$ cat src/rtl/can_tx_arbiter.sv
`default_nettype none
// +--------------------------------------------------------------------------+
// | can_tx_arbiter: round-robin arbiter of NREQ one-word slots onto one CAN  |
// | TX buffer port, with per-word acceptance timeout and drop reporting.     |
// | Revision: 1.0                                                            |
// +--------------------------------------------------------------------------+
module can_tx_arbiter #(
  parameter int NREQ    = 4,
  parameter int IDW     = $clog2(NREQ),
  parameter int TIMEOUT = 1000000
) (
  input  logic                 clk,
  input  logic                 rst,
  input  logic                 enable,
  input  logic [NREQ-1:0]      req_valid,
  output logic [NREQ-1:0]      req_ready,
  input  logic [32*NREQ-1:0]   req_data,
  output logic                 can_tx_valid,
  input  logic                 can_tx_ready,
  output logic [31:0]          can_tx_data,
  output logic [IDW-1:0]       grant_id,
  output logic                 busy,
  output logic                 drop_pulse,
  output logic [IDW-1:0]       drop_id
);

  typedef enum logic [0:0] {
    IDLE = 1'b0,
    SEND = 1'b1
  } state_t;

  localparam logic [31:0]    TO_LAST  = 32'(TIMEOUT - 1);
  localparam logic [IDW-1:0] LAST_IDX = IDW'(NREQ - 1);

  state_t          state;
  logic [NREQ-1:0] slot_full;
  logic [31:0]     slot_data [NREQ];
  logic [IDW-1:0]  last_grant;
  logic [31:0]     to_cnt;

  logic            pick_found;
  logic [IDW-1:0]  pick_idx;
  int              cand;
  logic [IDW-1:0]  cand_idx;
  logic            xfer_done;
  logic            xfer_drop;
  logic            release_slot;

  assign req_ready    = ~slot_full;
  assign busy         = (state == SEND);
  assign xfer_done    = (state == SEND) && can_tx_ready;
  assign xfer_drop    = (state == SEND) && !can_tx_ready && (to_cnt == TO_LAST);
  assign release_slot = xfer_done || xfer_drop;

  // Search starts one past the last served requester so no full slot starves.
  always_comb begin
    pick_found = 1'b0;
    pick_idx   = '0;
    cand       = 0;
    cand_idx   = '0;
    for (int k = 1; k <= NREQ; k++) begin
      cand = int'(last_grant) + k;
      if (cand >= NREQ) cand = cand - NREQ;
      cand_idx = IDW'(cand);
      if (!pick_found && slot_full[cand_idx]) begin
        pick_found = 1'b1;
        pick_idx   = cand_idx;
      end
    end
  end

  always_ff @(posedge clk) begin
    if (rst) begin
      slot_full <= '0;
      for (int i = 0; i < NREQ; i++) slot_data[i] <= '0;
    end else begin
      for (int i = 0; i < NREQ; i++) begin
        if (!slot_full[i]) begin
          if (req_valid[i]) begin
            slot_full[i] <= 1'b1;
            slot_data[i] <= req_data[32*i +: 32];
          end
        end else if (release_slot && (grant_id == IDW'(i))) begin
          slot_full[i] <= 1'b0;
        end
      end
    end
  end

  always_ff @(posedge clk) begin
    if (rst) begin
      state        <= IDLE;
      can_tx_valid <= 1'b0;
      can_tx_data  <= '0;
      grant_id     <= '0;
      last_grant   <= LAST_IDX;
      drop_pulse   <= 1'b0;
      drop_id      <= '0;
      to_cnt       <= '0;
    end else begin
      drop_pulse <= 1'b0;
      case (state)
        IDLE: begin
          if (enable && pick_found) begin
            state        <= SEND;
            can_tx_valid <= 1'b1;
            can_tx_data  <= slot_data[pick_idx];
            grant_id     <= pick_idx;
            to_cnt       <= '0;
          end
        end
        SEND: begin
          // Acceptance wins over a timeout landing in the same cycle.
          if (can_tx_ready) begin
            state        <= IDLE;
            can_tx_valid <= 1'b0;
            last_grant   <= grant_id;
            to_cnt       <= '0;
          end else if (to_cnt == TO_LAST) begin
            state        <= IDLE;
            can_tx_valid <= 1'b0;
            last_grant   <= grant_id;
            drop_pulse   <= 1'b1;
            drop_id      <= grant_id;
            to_cnt       <= '0;
          end else begin
            to_cnt <= to_cnt + 32'd1;
          end
        end
        default: begin
          state        <= IDLE;
          can_tx_valid <= 1'b0;
        end
      endcase
    end
  end

endmodule
`default_nettype wire

$ cat config.mk
export PLATFORM = sky130hd
export DESIGN_NAME = can_tx_arbiter
export DESIGN_NICKNAME = d
export VERILOG_FILES = /design/src/rtl/can_tx_arbiter.sv
export SDC_FILE = /design/constraint.sdc
export NUM_CORES = 1
export LEC_CHECK = 0
export ABC_AREA = 1
export BUFFER_PORTS_ARGS = -buffer_cell sky130_fd_sc_hd__buf_2
export CORE_UTILIZATION = 25
export CTS_BUF_LIST = sky130_fd_sc_hd__clkbuf_16
export DETAILED_ROUTE_END_ITERATION = 12
export PLACE_DENSITY = 0.53
export SYNTH_ARGS = -nofsm -noshare
export SYNTH_HDL_FRONTEND = slang
export SYNTH_SLANG_ARGS = --single-unit
$ cat constraint.sdc
create_clock -name clk -period 3.35 [get_ports clk]
set_input_delay 0.67 -clock clk [delete_from_list [all_inputs] [get_ports clk]]
set_output_delay 0.67 -clock clk [all_outputs]
set_load 0.01 [all_outputs]
==> reports/qor.txt <==
CP most frequent cell = nand2_1
worst-margin pin slew = 0.9074 ns
Final nets = 1620
Seq cells post-synth = 205
post-DR vias/cell = 4.489
worst path required time = 3.85 ns
Async SR Flop Fraction = 0%
crit path max fanout = 30
Non-Filler Instances = 2032
Yosys warning count = 0
Die Width = 206.1 um
CP Class = reg2reg
Post-synth top cells = 283 x nand2_1, 259 x inv_1, 176 x nor2_1
remaining antenna violation count after routing = 0
clock root cell = clkbuf_16
Via Count = 9121
Mean Syn Cell Area = 7.857 sq um
first-pass GRT wire length = 49.85 mm
# rows = 74
CTS resizes = 0
Crit. End Element = register
unrepaired setup endpoints after global routing = false
Die H = 206.1 um
Core Region = 0.04092 sq mm
Routed WL per cell = 16.29 um
total CTS buffers = 24
Hold Path Class = in2reg
CTS Sinks = 205
main area contributors after synthesis = edfxtp_1 37%, dfxtp_1 15%, nand2_1 10%
vias in the first global route = 8755
Worst Clk Skew = 0.02671 ns
critical-path cell list = inv_2, nand2_1, nand2_1, nand2_1, nand2_2, inv_1, nand2_1, nand2_1, nand3_2, buf_12, nand2_1, nand3_1, nand3_1, nand2_1, inv_1
CTS Hold Bufs = 0
Hold Path Origin = req_data[10]
pwr/cell area = 580.8 mW/mm^2
Tot Pwr = 7.280 mW
Main synth FF type = edfxtp_1
crit-path max cell delay = 0.53 ns
First-pass DRT Iterations = 5
post-CTS repair timing setup buffer count = 0
Setup Viol. Count Final = 0
setup TNS = 0 ns
post-synth cell types = 37
Detail Placement HPWL = 24.12 mm
Fmax = 0.3710 GHz
CP Launch Type = register
clock slew at reported path FFs = 0.06 ns
final hold vios = 0
crit path time final = 2.695 ns
initial antenna violation count = 1
Worst R2R Start = last_grant[0]
setup slack, reg-to-reg = 0.65 ns
Antenna diodes = 0
register area share after synthesis = 51.69%
DRC viols = 0
CTS tree = yes
H-tree Lvls = 1
Synth top area share = 36.89%
IR drop worst, VDD = 0.3070 mV
port buffer count = 178
crit path max-delay cell type = dfxtp_1
Post-Syn Area = 0.01042 sq mm
Post-Synthesis Cells = 1326
Pleak = 6.038 nW
share of cells above drive strength 1 = 16.80%
Final GP Congestion = 0.9224
grt ovf = 0
drt first-iter violations = 708
worst relative slew slack = 39.29%
Clock Tree Buf Depth = 3
Total Wirelength = 33.10 mm
Post-synth EDFFs = 128
Filler Cell Count = 4444
fin. max-slew vios = 0
critical path startpoint = last_grant[0]
run status = finished, final reports clean
placed insts = 1989
Finished Core Util = 30.63%
largest net degree at the start of global routing = 65
Final Cycle Share = 80.46%
most frequent cell after synthesis = nand2_1
clock latency on the worst-skew pair = 0.55 ns
Critical Path AT = 3.19 ns
max cap viols = 0
Die ar. = 0.04250 sq mm
Syn Nets = 1463
Layout area overhead = 20.31%
overall routing resource usage = 15.49%
I/O pins = 179
Starting Density = 25.46%
area leader, netlist = edfxtp_1
layer usage:
| metal | global-route usage (%) | part of all wire [%] | vias up |
|---|---|---|---|
| li1 | - | - | 4493 |
| met1 | 19.78 | 43 | 4279 |
| met2 | 26.74 | 49 | 300 |
| met3 | 2.775 | 5.6 | 47 |
| met4 | 3.992 | 2.6 | 2 |
| met5 | 0 | 0.030 | - |
report_power, final:
| group | total, mW | internal [mW] | switching, mW |
|---|---|---|---|
| combinational | 1.84 | 0.579 | 1.26 |
| clock | 2.37 | 1.30 | 1.06 |
| sequential | 3.07 | 2.94 | 0.130 |
worst max-delay path: cells and delay by family (launching register included):
family | cells | cell delay [ns]
buf+inv | 4 | 0.71
flops | 1 | 0.53
simple gates | 11 | 1.37
logic make-up after synthesis:
kind of cell | synth area share (%)
AOI/OAI and AO/OA | 4.924
and+or+nand+nor | 30.43
DFF | 51.69
buffers and inverters | 12.42
xor gates and xnor gates | 0.4204
adders and majority gates | 0.1201
path summary, 6_finish.rpt:
kind | end | cells past startpoint
setup reg to reg | can_tx_data[17] | 15
hold reg to reg | drop_id[0] | 2
hold / removal | slot_data[0][10] | 3
setup / recovery | can_tx_data[17] | 15
state kept, by name (all words and copies together) (netlist names):
register and cells:
can_tx_data 32, drop_pulse 1, slot_data 128, last_grant 2, drop_id 2, busy 1
slot_full 4, can_tx_valid 1, grant_id 2, to_cnt 32
layout make-up:
| cell class | instances | area, sq um | share of cell area, % |
|---|---|---|---|
| clock buffers | 24 | 600.6 | 4.791 |
| clock inverters | 19 | 106.4 | 0.8485 |
| inverters | 264 | 991.0 | 7.906 |
| multi-input cells | 797 | 3772 | 30.10 |
| flip-flops and latches | 205 | 5385 | 42.96 |
| well taps | 532 | 665.6 | 5.310 |
| repair buffers | 191 | 1013 | 8.085 |
layout by cell type (no fill, tap or decap), types with 22 or more instances in the layout:
cell | synthesis | routed
nand3b_1 | 54 | 54
dfxtp_1 | 77 | 77
edfxtp_1 | 128 | 128
nand3_1 | 136 | 132
nand2_1 | 283 | 278
o21a_1 | 22 | 22
nor2_1 | 176 | 176
a21oi_1 | 37 | 37
inv_1 | 259 | 269
nand4_1 | 23 | 23
buf_2 | 20 | 178
clkbuf_16 | 0 | 24
metrics by stage:
stage                     hold slack (ns)  worst slack [ns]  cell area [sq um]
after global routing               0.4037            0.3876              12530
after global placement             0.4509            0.7319              11830
after floorplan                    0.4590            0.8249              10420
after detailed placement           0.4599            0.6685              11830
after CTS                          0.3856            0.6748              12530
final                              0.4089            0.6547              12530
No activity file was read; power rests on OpenSTA's default activity.
